==> config.mk <==
export PLATFORM = sky130hd
export DESIGN_NAME = nonce_reporter_flat
export DESIGN_NICKNAME = d
export VERILOG_FILES = /design/src/rtl/nonce_reporter_if.sv /design/src/rtl/nonce_reporter.sv /design/src/flat_wrapper.sv
export SDC_FILE = /design/constraint.sdc
export NUM_CORES = 1
export LEC_CHECK = 0
export CAP_MARGIN = 20
export CORE_ASPECT_RATIO = 1.4
export CORE_MARGIN = 2
export CORE_UTILIZATION = 45
export CTS_CLUSTER_DIAMETER = 100
export DETAILED_ROUTE_END_ITERATION = 7
export GPL_TIMING_DRIVEN = 0
export PLACE_DENSITY = 0.72
export SYNTH_ARGS = -nofsm -noshare
export SYNTH_HDL_FRONTEND = slang
export SYNTH_SLANG_ARGS = --single-unit
==> constraint.sdc <==
create_clock -name clk -period 4.1 [get_ports clk]
set_input_delay 1.025 -clock clk [delete_from_list [all_inputs] [get_ports clk]]
set_output_delay 1.025 -clock clk [all_outputs]
set_load 0.01 [all_outputs]
==> src/rtl/nonce_reporter_if.sv <==
// -----------------------------------------------------------------------------
// nonce_reporter_if
//  Bundles the nonce-extractor beat inputs, the host-link byte stream and the
//  status outputs of nonce_reporter.
//  slave  : the reporter side (consumes beats and tx_ready_i, drives the stream)
//  master : the environment side (extractor + host link + status observer)
//  Signals:
//   valid_i, newblock_i, success_i, nonce_i[31:0]  beat from the nonce extractor
//   tx_ready_i                                     sink accepts tx_data_o
//   tx_data_o[7:0], tx_valid_o                     frame byte stream
//   found_o, overflow_o, block_id_o[7:0]           status
// -----------------------------------------------------------------------------
interface nonce_reporter_if;
    logic        valid_i;
    logic        newblock_i;
    logic        success_i;
    logic [31:0] nonce_i;
    logic        tx_ready_i;
    logic [7:0]  tx_data_o;
    logic        tx_valid_o;
    logic        found_o;
    logic        overflow_o;
    logic [7:0]  block_id_o;

    modport slave (
        input  valid_i, newblock_i, success_i, nonce_i, tx_ready_i,
        output tx_data_o, tx_valid_o, found_o, overflow_o, block_id_o
    );

    modport master (
        output valid_i, newblock_i, success_i, nonce_i, tx_ready_i,
        input  tx_data_o, tx_valid_o, found_o, overflow_o, block_id_o
    );
endinterface

==> src/rtl/nonce_reporter.sv <==
// -----------------------------------------------------------------------------
// nonce_reporter
//  Captures winning nonces from the nonce extractor, tags each with an 8-bit
//  block sequence id, queues them in a small FIFO and serialises each one as a
//  7-byte frame on a valid/ready byte stream:
//    HEADER, block_id, nonce[31:24], nonce[23:16], nonce[15:8], nonce[7:0], chk
//  where chk is the XOR of bytes 1..5.
//  Ports:
//   clk  system clock
//   rst  asynchronous, active-high reset
//   bus  nonce_reporter_if.slave (beat inputs, byte stream, status)
//  Parameters:
//   FIFO_DEPTH  queued {block_id,nonce} entries (power of two, >= 2)
//   FIRST_ONLY  1: report only the first success of each block
//   HEADER      frame sync byte
// -----------------------------------------------------------------------------
module nonce_reporter #(
    parameter int unsigned FIFO_DEPTH = 4,
    parameter bit          FIRST_ONLY = 1'b1,
    parameter logic [7:0]  HEADER     = 8'hA5
) (
    input  logic             clk,
    input  logic             rst,
    nonce_reporter_if.slave  bus
);

    localparam int unsigned AW = $clog2(FIFO_DEPTH);

    localparam logic [0:0] ST_IDLE = 1'b0;
    localparam logic [0:0] ST_SEND = 1'b1;

    // ---------------------------------------------------------------- status
    logic [7:0] block_id_q, block_id_d;
    logic       found_q, found_d;
    logic       overflow_q, overflow_d;

    // ---------------------------------------------------------------- FIFO
    // Pointers carry one extra wrap bit so full and empty are distinguishable.
    logic [39:0] mem_q [FIFO_DEPTH];
    logic [AW:0] wr_ptr_q, wr_ptr_d;
    logic [AW:0] rd_ptr_q, rd_ptr_d;
    logic        fifo_empty, fifo_full;
    logic [39:0] fifo_head;

    // ---------------------------------------------------------------- framer
    logic [0:0]  state_q, state_d;
    logic [2:0]  idx_q, idx_d;
    logic [39:0] frame_q, frame_d;     // {block_id, nonce}
    logic [7:0]  chk;
    logic [7:0]  tx_byte;

    logic capture, push, pop, drop, last_hs;

    assign fifo_empty = (wr_ptr_q == rd_ptr_q);
    assign fifo_full  = (wr_ptr_q[AW] != rd_ptr_q[AW]) &&
                        (wr_ptr_q[AW-1:0] == rd_ptr_q[AW-1:0]);
    assign fifo_head  = mem_q[rd_ptr_q[AW-1:0]];

    // Success on a newblock beat carries a stale nonce and is never captured.
    assign capture = bus.valid_i && !bus.newblock_i && bus.success_i &&
                     (!FIRST_ONLY || !found_q);

    assign last_hs = (state_q == ST_SEND) && bus.tx_ready_i && (idx_q == 3'd6);
    assign pop     = !fifo_empty && ((state_q == ST_IDLE) || last_hs);

    // A pop on the same edge frees the slot, so a full FIFO can still accept.
    assign push = capture && (!fifo_full || pop);
    assign drop = capture && fifo_full && !pop;

    always_comb begin
        block_id_d = block_id_q;
        found_d    = found_q;
        overflow_d = overflow_q;
        if (bus.valid_i && bus.newblock_i) begin
            block_id_d = block_id_q + 8'd1;
            found_d    = 1'b0;
        end else if (capture) begin
            // Found is set even when the entry is dropped, so a full FIFO
            // does not turn into repeated overflow attempts for one block.
            found_d = 1'b1;
        end
        if (drop) begin
            overflow_d = 1'b1;
        end
    end

    always_comb begin
        wr_ptr_d = wr_ptr_q;
        rd_ptr_d = rd_ptr_q;
        if (push) wr_ptr_d = wr_ptr_q + 1'b1;
        if (pop)  rd_ptr_d = rd_ptr_q + 1'b1;
    end

    always_comb begin
        state_d = state_q;
        idx_d   = idx_q;
        frame_d = frame_q;
        case (state_q)
            ST_IDLE: begin
                if (!fifo_empty) begin
                    frame_d = fifo_head;
                    idx_d   = 3'd0;
                    state_d = ST_SEND;
                end
            end
            default: begin
                if (bus.tx_ready_i) begin
                    if (idx_q == 3'd6) begin
                        idx_d = 3'd0;
                        // Chain straight into the next frame with no idle cycle.
                        if (!fifo_empty) frame_d = fifo_head;
                        else             state_d = ST_IDLE;
                    end else begin
                        idx_d = idx_q + 3'd1;
                    end
                end
            end
        endcase
    end

    assign chk = frame_q[39:32] ^ frame_q[31:24] ^ frame_q[23:16] ^
                 frame_q[15:8]  ^ frame_q[7:0];

    always_comb begin
        tx_byte = HEADER;
        case (idx_q)
            3'd0:    tx_byte = HEADER;
            3'd1:    tx_byte = frame_q[39:32];
            3'd2:    tx_byte = frame_q[31:24];
            3'd3:    tx_byte = frame_q[23:16];
            3'd4:    tx_byte = frame_q[15:8];
            3'd5:    tx_byte = frame_q[7:0];
            default: tx_byte = chk;
        endcase
    end

    always_ff @(posedge clk or posedge rst) begin
        if (rst) begin
            block_id_q <= 8'd0;
            found_q    <= 1'b0;
            overflow_q <= 1'b0;
            wr_ptr_q   <= '0;
            rd_ptr_q   <= '0;
            state_q    <= ST_IDLE;
            idx_q      <= 3'd0;
            frame_q    <= 40'd0;
        end else begin
            block_id_q <= block_id_d;
            found_q    <= found_d;
            overflow_q <= overflow_d;
            wr_ptr_q   <= wr_ptr_d;
            rd_ptr_q   <= rd_ptr_d;
            state_q    <= state_d;
            idx_q      <= idx_d;
            frame_q    <= frame_d;
        end
    end

    // Storage needs no reset; the pointers define what is valid.
    always_ff @(posedge clk) begin
        if (push) mem_q[wr_ptr_q[AW-1:0]] <= {block_id_q, bus.nonce_i};
    end

    // Outputs come straight from reset flops so a reset drops tx_valid_o at once.
    assign bus.tx_valid_o = (state_q == ST_SEND);
    assign bus.tx_data_o  = (state_q == ST_SEND) ? tx_byte : 8'd0;
    assign bus.found_o    = found_q;
    assign bus.overflow_o = overflow_q;
    assign bus.block_id_o = block_id_q;

endmodule
==> src/flat_wrapper.sv <==
// flat-port wrapper written by rule: the top's interface ports become plain ports
module nonce_reporter_flat 
#(
    parameter int unsigned FIFO_DEPTH = 4,
    parameter bit          FIRST_ONLY = 1'b1,
    parameter logic [7:0]  HEADER     = 8'hA5
)
  (clk, rst, bus_valid_i, bus_newblock_i, bus_success_i, bus_nonce_i, bus_tx_ready_i, bus_tx_data_o, bus_tx_valid_o, bus_found_o, bus_overflow_o, bus_block_id_o);
  nonce_reporter_if bus_i ();
  input  logic clk;
  input  logic rst;
  input wire logic [$bits(bus_i.valid_i)-1:0] bus_valid_i;
  input wire logic [$bits(bus_i.newblock_i)-1:0] bus_newblock_i;
  input wire logic [$bits(bus_i.success_i)-1:0] bus_success_i;
  input wire logic [$bits(bus_i.nonce_i)-1:0] bus_nonce_i;
  input wire logic [$bits(bus_i.tx_ready_i)-1:0] bus_tx_ready_i;
  output wire logic [$bits(bus_i.tx_data_o)-1:0] bus_tx_data_o;
  output wire logic [$bits(bus_i.tx_valid_o)-1:0] bus_tx_valid_o;
  output wire logic [$bits(bus_i.found_o)-1:0] bus_found_o;
  output wire logic [$bits(bus_i.overflow_o)-1:0] bus_overflow_o;
  output wire logic [$bits(bus_i.block_id_o)-1:0] bus_block_id_o;
  assign bus_i.valid_i = bus_valid_i;
  assign bus_i.newblock_i = bus_newblock_i;
  assign bus_i.success_i = bus_success_i;
  assign bus_i.nonce_i = bus_nonce_i;
  assign bus_i.tx_ready_i = bus_tx_ready_i;
  assign bus_tx_data_o = bus_i.tx_data_o;
  assign bus_tx_valid_o = bus_i.tx_valid_o;
  assign bus_found_o = bus_i.found_o;
  assign bus_overflow_o = bus_i.overflow_o;
  assign bus_block_id_o = bus_i.block_id_o;
  nonce_reporter #(.FIFO_DEPTH(FIFO_DEPTH), .FIRST_ONLY(FIRST_ONLY), .HEADER(HEADER)) u_core (.clk(clk), .rst(rst), .bus(bus_i));
endmodule
; ---- Word-level counts from Yosys, hierarchy flattened
; Memory sizes are Yosys's and may differ from the RTL's.
; Cells that the tools add are included.
[totals]
regBits = 60
ram_bits = 160
out_inout_bits = 19
memories = 1
[op_classes]
addsub = 4
n_eq_ne = 12
muxes = 18
bitwise = 5
n_reduce_logical = 22
[mem_list]
columns = name, depth, word_bits, rd, rd_ports_with_merged_regs, write_ports, line
row1 = u_core.mem_q, 4, 40, 1, 0, 1, nonce_reporter.sv:39  ; logic [39:0] mem_q [FIFO_DEPTH];
[op_table]
columns = operator, n
row1 = $mux 40, 4
row2 = $pmux 8 s6, 1
row3 = $xor 8x8->8, 4
row4 = $mux 3, 4
row5 = $logic_and 1x1->1, 11
row6 = $add 3x1->3 const B, 3
row7 = $eq 3x3->1 const B, 3
row8 = $add 8x1->8 const B, 1
row9 = $mux 1, 8
row10 = $mux 8, 1
row11 = $eq 3x2->1 const B, 2
row12 = $ne 2x2->1 const B, 3
row13 = $logic_not 1->1, 5
row14 = $reduce_and 2->1, 2
row15 = $eq 3x1->1 const B, 1
row16 = $eq 3x3->1, 1
row17 = $logic_not 3->1, 1
row18 = $eq 2x2->1, 1
row19 = $logic_or 1x1->1, 2
row20 = $reduce_bool 2->1, 1
row21 = $ne 1x1->1, 1
row22 = $not 1->1, 1

; ---- Depth between registers and ports, before layout
[logic_depth]
word_depth = 8
mapped_depth = 9
mapped_depth_nobuf = 6

; ---- Least setup slack after synthesis
; Ideal clock, no wire load.
[synth_timing]
path_type = in2reg
startpoint = in bus_success_i
endpoint = mem u_core.mem_q[3][0], enable pin
setup_ns = 0.437
t_arrival_ns = 3.348
required_time_ns = 3.663
slack_ns = 0.315
stages = 3
n_path_buf = 0
path_cell_list = nor4bb_1 > nand2_1 > nor2_1
[synth_between]
elab_chain_cells = 5
[synth_lines]
columns = item, line
row1 = start: declaration, flat_wrapper.sv:14  ; input wire logic [$bits(bus_i.success_i)-1:0] bus_success_i;
row2 = $logic_and 1x1->1 (2 in a row), nonce_reporter.sv:60  ; assign capture = bus.valid_i && !bus.newblock_i && bus.success_i &&
row3 = $logic_and 1x1->1, nonce_reporter.sv:67  ; assign push = capture && (!fifo_full || pop);
row4 = $mux 1, nonce_reporter.sv:161  ; if (push) mem_q[wr_ptr_q[AW-1:0]] <= {block_id_q, bus.nonce_i};
row5 = $mux 1 (not written as such), nonce_reporter.sv:161
row6 = end: declaration, nonce_reporter.sv:39
; Every way passes these cells.

; ---- Worst setup path after layout
[layout_timing]
startpoint = reg u_core.idx_q[1]
endpoint = out bus_tx_data_o[4]
[layout_between]
elab_chain_cells = 3
[layout_lines]
columns = item, line
row1 = start: declaration, nonce_reporter.sv:47  ; logic [2:0] idx_q, idx_d;
row2 = start signal: assignment, nonce_reporter.sv:154  ; idx_q <= idx_d;
row3 = $eq 3x3->1 (tied with other cells), nonce_reporter.sv:126  ; case (idx_q)
row4 = $pmux 8 s6 *, nonce_reporter.sv:126
row5 = $mux 8 *, nonce_reporter.sv:166  ; assign bus.tx_data_o = (state_q == ST_SEND) ? tx_byte : 8'd0;
row6 = end: declaration, flat_wrapper.sv:17  ; output wire logic [$bits(bus_i.tx_data_o)-1:0] bus_tx_data_o;
; Every way passes the cells marked *; elsewhere a longest branch is shown, timed or not.

==> flow_summary.yaml <==
status:
  status: "finished clean"
finish:
  fillCellCount: 1503
  diodes: 0
  drive_gt1_share_pct: 24.7
  layout.cells.non_filler: 843
  nets: 622
  final_common_cell: "edfxtp_1"
  multi_input_area_sq_um: 2710
  final_area_sq_um: 10900
  final_cell_mix: "edfxtp_1, dfrtp_1, clkdlybuf4s50_1"
  syn2layout_area_growth_pct: 19.1
  seqCellArea_sq_um: 6310
worst_hold_path:
  hp-class: "flop to flop"
power_and_ir_drop:
  net-switching-power_uw: 2400
  clkPwrFrac_pct: 24.6
  vdd_ir_drop_max_v: 0.000286
  p_int_uw: 5310
  finalPower_uw: 7710
  p_per_area_nw_per_um2: 709
  leakage_uw: 0.00390
  comb_power_share_pct: 34.8
  sw_frac_of_total_pct: 31.1
  pwr-share-seq_pct: 40.7
sta:
  setup_slack_ns: 0.0979
  fmax_ghz: 0.250
  setup_viol: 0
  hold_viol: 0
  period_needed_ns: 4.00
  worst_pin_slew_ns: 0.771
  rsz0062_at_grt: "false"
  slew_headroom_pct: 48.5
  slew_violations: 0
  tns_ns: 0
  clock_skew_ns: 0.00925
  post-route-period-util_pct: 97.6
synth:
  synth_ff_type: "edfxtp_1"
  synth-edff-count: 160
  synth.ff_latch_count: 220
  yosysSeqAreaShare_pct: 69.1
  synth_nets: 538
  synth_area_sq_um: 9130
  syn_avg_cell_area_sq_um: 18.5
  synth_cells: 493
  synth_top_cell_by_area: "edfxtp_1"
  yosys_warnings: 0
  ys_types: 49
  synth_top_area_share_pct: 52.6
  synth_area_leaders: "edfxtp_1, dfrtp_1, mux4_2"
  async_flop_share_pct: 27.3
floorplanning:
  die_w_microns: 124
  io_pins: 57
  start_util_pct: 45.8
  die_h_microns: 173
  die_area_sq_um: 21500
  fp-row-count: 61
  coreArea_sq_um: 19900
detailed_routing:
  vias_per_cell: 5.54
  initialDrtViolationCount: 286
  vias: 4669
  wire_per_inst_microns: 21.4
  wl_microns: 18100
  antenna_left: 0
  first_pass_iters: 5
  drc_errors: 0
global_route:
  grt_pass1_wl_microns: 28900
  grt.total_usage_pct: 17.1
  antenna_found_initial: 0
  overflow: 0
  grt_pass1_vias: 5077
  grt_max_degree: 41
clock_tree:
  cts_tree: "done"
  clock-sinks: 220
  clk_pin_slew_ns: 0.06
  cts_buffers: 21
  clock_path_buffers: 3
  insertion_delay_ns: 0.48
  cts-root-buf: "clkbuf_16"
  htreeDepth: 1
placement:
  placed_cell_area_sq_um: 10100
  port_buffers: 56
  dp.cells: 807
  gp_congestion: 0.871
  dp_hpwl_microns: 12200
  preCtsSetupSlack_ns: -0.226
critical_path:
  critPathCaptureType: "output pin"
  path_max_fanout: 10
  crit_type: "flop to output pin"
  start_kind: "flop"
  required_ns: 3.07
  arrival_ns: 2.98
run:
  maxCapViolCount: 0
==> critical path, stage by stage (launching register included) <==
cell and delay [ns]:
dfrtp_2 0.45, buf_4 0.19, buf_6 0.15, and2_1 0.18, ha_4 0.20, nand2b_4 0.19, or2_2 0.36, o21ai_0 0.20
nor2_1 0.08, clkdlybuf4s50_1 0.49
==> synth_stat cells, types with 4 or more instances <==
cell,instances
edfxtp_1,160
dfrtp_1,60
mux4_2,40
xnor2_1,22
mux2_2,18
nor2_1,15
mux2_4,14
a21oi_1,13
inv_1,11
nand2_1,11
clkbuf_1,10
o21ai_0,10
xor2_1,10
buf_2,7
ha_1,7
mux2_1,7
a211oi_1,6
mux2i_1,6
nand3_1,6
nand3b_1,5
xnor3_1,5
nand2b_1,4
==> layer usage <==
metal | vias to the layer above | global-route usage [%] | part of all wire, %
met5 | - | 0 | 0
met4 | 0 | 5.06 | 2.5
met3 | 36 | 2.27 | 3.0
met2 | 96 | 30.2 | 54
met1 | 2434 | 22.0 | 41
li1 | 2103 | - | -
==> what timing repair did <==
item | 4_1_cts | 5_1_grt
gates cloned | 1 | 0
pin swaps | 1 | 2
hold buffers | 0 | 0
buffers inserted | 0 | 0
setup endpoints to repair | 8 | 4
gates resized for setup | 19 | 9
==> power groups by stage <==
stage | combinational, uW | clock (uW) | sequential (uW)
detailed placement | 2680 | 0 | 3170
global placement | 2580 | 0 | 3160
global route | 2890 | 2010 | 3170
CTS | 2710 | 1940 | 3120
finish | 2680 | 1890 | 3130
floorplan | 1870 | 0 | 3040
==> registers in the layout (all words and copies together) (netlist names) <==
register,cells
u_core.wr_ptr_q,3
u_core.frame_q,40
u_core.mem_q,160
u_core.bus.tx_valid_o,1
u_core.rd_ptr_q,3
u_core.bus.found_o,1
u_core.bus.overflow_o,1
u_core.idx_q,3
u_core.bus.block_id_o,8
==> kinds of logic after synthesis <==
| group | after synthesis | share of synthesized area [%] |
|---|---|---|
| flops | 220 | 69.1 |
| mux | 85 | 15.9 |
| simple gates | 56 | 3.21 |
| compound gates | 50 | 3.85 |
| xor+xnor | 40 | 4.84 |
| buf+inv | 35 | 2.15 |
| fa+ha+maj | 7 | 0.959 |
==> area by class of cell <==
cell class	count	area share, %
repair buffers	62	6.11
clock buffers	28	5.35
plain buffers	22	1.48
multi-input cells	239	24.9
flip-flops and latches	220	58.0
clock inverters	9	0.897
well taps	252	2.90
inverters	11	0.380
==> worst paths after layout <==
kind | startpoint | end | slack [ns] | cells past startpoint
worst min-delay path | u_core.bus.overflow_o$_DFFE_PP0P_ | u_core.bus.overflow_o$_DFFE_PP0P_ | 0.47 | 1
worst max-delay path | u_core.idx_q[1]$_DFFE_PP0P_ | bus_tx_data_o[4] | 0.1 | 9
worst min register to register | u_core.bus.overflow_o$_DFFE_PP0P_ | u_core.bus.overflow_o$_DFFE_PP0P_ | 0.47 | 1
worst max register to register | u_core.rd_ptr_q[1]$_DFFE_PP0P_ | u_core.mem_q[0][29]$_DFFE_PP_ | 1.66 | 6
min in group asynchronous | rst | u_core.bus.block_id_o[1]$_DFFE_PP0P_ | 0.90 | 2
max in group asynchronous | rst | u_core.idx_q[1]$_DFFE_PP0P_ | 2.59 | 3
==> per-stage QoR <==
| stage | hold slack (ns) | utilization [%] |
|---|---|---|
| 2_1_floorplan | 0.483 | - |
| 5_1_grt | 0.504 | 54.6 |
| 3_5_place_dp | 0.472 | 50.9 |
| 3_3_place_gp | 0.448 | 50.2 |
| 6_report | 0.474 | 54.6 |
| 4_1_cts | 0.483 | 54.5 |
Power figures use the tool's default switching activity.
==> RTL change 1, RTL diff (same flow settings) <==
`FIRST_ONLY` is set to 1'b1 in 2 places; all go to 1'b0.
--- a/src/rtl/nonce_reporter.sv
+++ b/src/rtl/nonce_reporter.sv
@@ -16,7 +16,7 @@
 // -----------------------------------------------------------------------------
 module nonce_reporter #(
     parameter int unsigned FIFO_DEPTH = 4,
-    parameter bit          FIRST_ONLY = 1'b1,
+    parameter bit          FIRST_ONLY = 1'b0,
     parameter logic [7:0]  HEADER     = 8'hA5
 ) (
     input  logic             clk,
--- a/src/flat_wrapper.sv
+++ b/src/flat_wrapper.sv
@@ -2,7 +2,7 @@
 module nonce_reporter_flat 
 #(
     parameter int unsigned FIFO_DEPTH = 4,
-    parameter bit          FIRST_ONLY = 1'b1,
+    parameter bit          FIRST_ONLY = 1'b0,
     parameter logic [7:0]  HEADER     = 8'hA5
 )
   (clk, rst, bus_valid_i, bus_newblock_i, bus_success_i, bus_nonce_i, bus_tx_ready_i, bus_tx_data_o, bus_tx_valid_o, bus_found_o, bus_overflow_o, bus_block_id_o);
Formal check against the unedited RTL: not equivalent (Yosys sat finds a counterexample within 10 cycles, from zero or initial values and one cycle with rst high).
==> RTL change 1 against the original RTL <==
  * Count of clock-buffer cells in the layout fell by 2
  * Highest routed layer unchanged
  * Critical path depth fell by 2
  * Routed wire length down 2.2%
  * Synthesized area grew 0.29%
  * Design area is 0.53% lower
  * Sequential cell count stayed put
  * Worst setup slack worse by 0.029 ns
  * Clock skew grew 0.0053 ns
  * Power about the same
==> RTL change 1: results (changes against the original RTL) <==
| Metric | Value |
|---|---|
| Status | `complete, no violations (unchanged)` |
| Synth top cells by count | `edfxtp_1 (160), dfrtp_1 (60), mux4_2 (40) (unchanged)` |
| Net Count, Synth | `524 (was 538)` |
| Total Wirelength | `17700 µm (was 18100 µm)` |
| Leak Pwr | `3.95 nW (was 3.90 nW)` |
| Largest net degree at the start of global routing | `45 (was 41)` |
| Internal power | `0.00537 W (was 0.00531 W)` |
| H-Tree Depth | `1 (unchanged)` |
| Yosys cell types | `43 (was 49)` |
| Number of flops mapped to enable cells by yosys | `160 (unchanged)` |
| Fraction of the yosys area taken by sequential cells | `68.9% (was 69.1%)` |
| GP Congestion | `0.847 (was 0.871)` |
| CP arrival | `3.01 ns (was 2.98 ns)` |
| Longest Clk Path Bufs | `3 (unchanged)` |
| Post-DP Area | `0.0101 mm² (about the same)` |
| Worst-margin pin slew | `0.678 ns (was 0.771 ns)` |
| Cts bufs inserted | `20 (was 21)` |
| TritonRoute pass-1 iters | `4 (was 5)` |
| Vias in the first global route | `4852 (was 5077)` |
| Port Buffers | `56 (unchanged)` |
| Peak supply drop | `246 µV (was 286 µV)` |
| Dpl hpwl | `12200 µm (about the same)` |
| Tot GR Track Use | `16.7% (was 17.1%)` |
| Nets | `608 (was 622)` |
| Core Box Area | `0.0199 mm² (unchanged)` |
| CP max FO | `10 (unchanged)` |
| Share of cells above drive strength 1 | `25.9% (was 24.7%)` |
| Top post-synthesis cells by area | `edfxtp_1 (52%), dfrtp_1 (16%), mux4_2 (9.8%) (was edfxtp_1 (53%), dfrtp_1 (16%), mux4_2 (9.9%))` |
| Setup Skew | `0.0146 ns (was 0.00925 ns)` |
| Via total after detailed routing | `4498 (was 4669)` |
| CP max stage delay | `0.60 ns (was 0.49 ns)` |
| ANT cells | `0 (unchanged)` |
| DRT iter0 DRCs | `360 (was 286)` |
| Async SR Flop Fraction | `27.3% (unchanged)` |
| Class of the worst hold path | `reg -> reg (unchanged)` |
| First-pass GRT wire length | `28100 µm (was 28900 µm)` |
## RTL change 1: cell count changes in the layout (fill, tap and decap cells not counted), sizes merged, moves of 3 or more
cell	change
nand3	-5
dlygate4sd2	-5
inv	-4
o21ai	-4
clkbuf	-3
mux2	+6
and2	+3
a221oi	+3
nor2	-7
dlymetal6s2s	+4
## RTL change 1: layer usage
metal | up-vias | global-route usage [%] | wire (µm)
li1 | 2043 | - | -
met1 | 2318 | 21.4 | 7470
met2 | 102 | 28.5 | 8960
met3 | 35 | 2.60 | 627
met4 | 0 | 6.74 | 617
met5 | - | 0 | 0
## RTL change 1: worst paths after layout
kind                            depth (start not counted)                     to  slack [ns]                   from
max in group asynchronous                               3     u_core.frame_q[12]        2.64                    rst
worst max register to register                          5     u_core.mem_q[1][1]        1.59        u_core.idx_q[2]
min in group asynchronous                               2     u_core.frame_q[29]        0.86                    rst
worst max-delay path                                    7       bus_tx_data_o[6]        0.07        u_core.idx_q[1]
worst min register to register                          1  u_core.bus.overflow_o        0.48  u_core.bus.overflow_o
worst min-delay path                                    1  u_core.bus.overflow_o        0.48  u_core.bus.overflow_o
## RTL change 1: stage by stage
stage	std cells	setup slack [ns]	total power, W
floorplan	479	1.11	0.00507
global placement	787	-0.332	0.00589
detailed placement	792	0.115	0.00597
CTS	827	0.0227	0.00781
global route	828	-0.00399	0.00814
finish	828	0.0685	0.00771
## RTL change 1: cell type report
cell class / instances / area [µm²]
well taps: 252 / 315
multi-input cells: 229 / 2710
inverters: 7 / 26.3
plain buffers: 21 / 131
repair buffers: 64 / 698
clock buffers: 26 / 564
flip-flops and latches: 220 / 6310
fillers: 1518 / 9100
clock inverters: 9 / 71.3
## RTL change 1: cell families after synthesis
family	Yosys count	share of synthesized area, %
and+or+nand+nor	43	2.62
DFF	220	68.9
buffers and inverters	30	1.75
AOI/OAI and AO/OA	47	3.77
xor gates and xnor gates	42	4.62
adders and majority gates	7	0.957
muxes	90	17.4
## RTL change 1: power groups by stage
stage	Combinational, W	Clock [W]	Sequential, W
2_1_floorplan	0.00199	0	0.00308
3_3_place_gp	0.00268	0	0.00321
3_5_place_dp	0.00275	0	0.00322
4_1_cts	0.00279	0.00183	0.00319
5_1_grt	0.00298	0.00193	0.00323
6_report	0.00274	0.00179	0.00319
## RTL change 1: repair_timing
| item | 4_1_cts | 5_1_grt |
|---|---|---|
| resized for setup | 6 | 7 |
| buffers inserted | 2 | 1 |
| endpoints found under the setup margin | 8 | 8 |
| gates cloned | 0 | 0 |
| pin swaps | 1 | 1 |
==> RTL change 2, RTL diff (same settings) <==
Without the edit above. Make the reset (`rst`) synchronous in one clocked block. Comments in the files are not updated.
--- a/src/rtl/nonce_reporter.sv
+++ b/src/rtl/nonce_reporter.sv
@@ -134,7 +134,7 @@
         endcase
     end
 
-    always_ff @(posedge clk or posedge rst) begin
+    always_ff @(posedge clk) begin
         if (rst) begin
             block_id_q <= 8'd0;
             found_q    <= 1'b0;
Check against the original RTL: differs if rst is asserted again (counterexample within 4 cycles, from zero or initial values and one cycle with rst high); with rst held inactive, the same outputs for 4 cycles.
==> RTL change 2 against the original RTL <==
  * Sequential cell count is 2 higher
  * Worst setup slack better by 0.11 ns
  * Highest routed layer unchanged
  * Critical path type unchanged
  * Critical endpoint is now bus_tx_data_o[1]
  * Power decreased by 21%
  * Design area is 1.4% lower
  * Synthesized area fell by 0.63%
  * Routed wire length increased by 7.3%
  * Combinational power shrank 45%
==> RTL change 2: results (changes against the original RTL) <==
| Metric | Value |
|---|---|
| Total Wirelength | `19400 µm (was 18100 µm)` |
| CP max FO | `10 (unchanged)` |
| Longest Clk Path Bufs | `3 (unchanged)` |
| Synth top cells by count | `edfxtp_1 (160), nand2_1 (98), dfxtp_1 (62) (was edfxtp_1 (160), dfrtp_1 (60), mux4_2 (40))` |
| Antenna Violating Nets Remaining | `0 (unchanged)` |
| Yosys warns | `0 (unchanged)` |
| Yosys cell types | `50 (was 49)` |
| Class of the worst hold path | `reg -> reg (unchanged)` |
| CP arrival | `2.87 ns (was 2.98 ns)` |
| Cts bufs inserted | `20 (was 21)` |
| CP max stage delay | `0.61 ns (was 0.49 ns)` |
| CP top delay family | `buffers and inverters (unchanged)` |
| Clock Latency Late Sink | `0.49 ns` |
| Final Setup Violations | `0 (unchanged)` |
| Vias in the first global route | `5497 (was 5077)` |
| Complex-gate fraction of the synthesized area | `6.37% (was 3.85%)` |
| TritonRoute pass-1 iters | `5 (unchanged)` |
| Pre-CTS setup slack | `0.342 ns (was -0.226 ns)` |
| Top post-synthesis cells by area | `edfxtp_1 (53%), dfxtp_1 (14%), mux4_2 (9.9%) (was edfxtp_1 (53%), dfrtp_1 (16%), mux4_2 (9.9%))` |
| Peak supply drop | `253 µV (was 286 µV)` |
| Share of cells above drive strength 1 | `15.1% (was 24.7%)` |
| Nets | `744 (was 622)` |
| Sw Pwr | `0.00170 W (was 0.00240 W)` |
| Fraction of the yosys area taken by sequential cells | `66.6% (was 69.1%)` |
| Async SR Flop Fraction | `0% (was 27.3%)` |
| Initial antenna violation count | `0 (unchanged)` |
| Tot GR Track Use | `18.5% (was 17.1%)` |
| Number of flops mapped to enable cells by yosys | `160 (unchanged)` |
| CTS root buffer | `clkbuf_16 (unchanged)` |
| Setup Skew | `0.00746 ns (was 0.00925 ns)` |
| Port Buffers | `56 (unchanged)` |
| Max FFs per register | `160 (unchanged)` |
| Mux contribution to synthesized area | `11.2% (was 15.9%)` |
| Crit-path slowest cell | `clkdlybuf4s50_1 (unchanged)` |
| Adder-Cell Fraction of Synth Area | `0.966% (was 0.959%)` |
| Status | `complete, no violations (unchanged)` |
| Slew HR | `41.9% (was 48.5%)` |
| Post-Synth XOR/XNOR Area | `4.44% (was 4.84%)` |
| Post-DP Area | `0.0100 mm² (was 0.0101 mm²)` |
| Largest net degree at the start of global routing | `34 (was 41)` |
| Dpl hpwl | `13400 µm (was 12200 µm)` |
| Leak Pwr | `3.49 nW (was 3.90 nW)` |
| GP Congestion | `0.872 (was 0.871)` |
| Filler cell count | `1585 (was 1503)` |
| CTS clock-pin slew for the worst setup and hold paths | `0.07 ns` |
| Commonest non-fill, non-tap cell in the layout | `edfxtp_1 (unchanged)` |
| H-Tree Depth | `1 (unchanged)` |
| First-pass GRT wire length | `29700 µm (was 28900 µm)` |
| Net Count, Synth | `662 (was 538)` |
| Via total after detailed routing | `5375 (was 4669)` |
| DRT iter0 DRCs | `347 (was 286)` |
| ANT cells | `0 (unchanged)` |
RTL change 2: cell count changes after synthesis, moves of 5 or more:
cell      before  now
nand2_1       11   98
dfxtp_1        0   62
dfrtp_1       60    0
a21oi_1       13   55
mux2_2        18    1
mux2_4        14    0
buf_2          7   14
mux2_1         7    0
nor2_1        15   21
a22oi_1        0    5
and2_1         1    6
nand3b_1       5    0
RTL change 2: per-stage QoR:
| step | utilization [%] | cells |
|---|---|---|
| finish | 54.0 | 965 |
| global route | 54.0 | 965 |
| CTS | 54.0 | 965 |
| detailed placement | 50.6 | 929 |
| global placement | 50.1 | 925 |
| floorplan | - | 617 |
RTL change 2: worst paths after layout:
path | startpoint | endpoint | slack, ns | cells past startpoint
max | u_core.idx_q[1] | bus_tx_data_o[1] | 0.21 | 8
min | u_core.frame_q[32] | u_core.frame_q[32] | 0.49 | 2
max reg2reg | u_core.idx_q[2] | u_core.mem_q[3][15] | 1.74 | 7
min reg2reg | u_core.frame_q[32] | u_core.frame_q[32] | 0.49 | 2
RTL change 2: power by group through the flow:
stage	logic (W)	registers [W]	clock network, W
final	0.00148	0.00272	0.00190
after global routing	0.00162	0.00274	0.00202
after CTS	0.00150	0.00272	0.00194
after detailed placement	0.00148	0.00277	0
after global placement	0.00145	0.00277	0
after floorplan	0.00112	0.00271	0
RTL change 2: kinds of logic after synthesis:
group	after synthesis
flops	222
buf+inv	45
compound gates	93
simple gates	161
fa+ha+maj	7
mux	51
xor+xnor	38
RTL change 2: metal layers:
layer	global-route usage (%)	share of wire, %
met1	22.1	38
met2	32.7	53
met3	2.47	4.7
met4	9.04	4.2
met5	0	0
RTL change 2: timing repair:
item                                    4_1_cts  5_1_grt
hold buffers                                  0        0
pin swaps                                     0        1
resized for setup                             1        3
endpoints found under the setup margin        3        1
setup buffers                                 0        0
RTL change 2: worst reg2reg max path, stage by stage, from the launching register on:
cell and delay [ns]:
dfxtp_1 0.30, buf_2 0.20, nand4b_1 0.18, and3_1 0.21, buf_2 0.16, a21oi_1 0.26, and2_2 0.45, buf_12 0.27
RTL change 2: cell type report:
class,instances,area share [%]
Multi-Input combinational cell,350,26.2
Tap cell,252,2.94
Clock inverter,14,1.40
Buffer,35,1.75
Sequential cell,222,56.4
Timing Repair Buffer,60,5.98
Inverter,10,0.350
Clock buffer,22,4.94
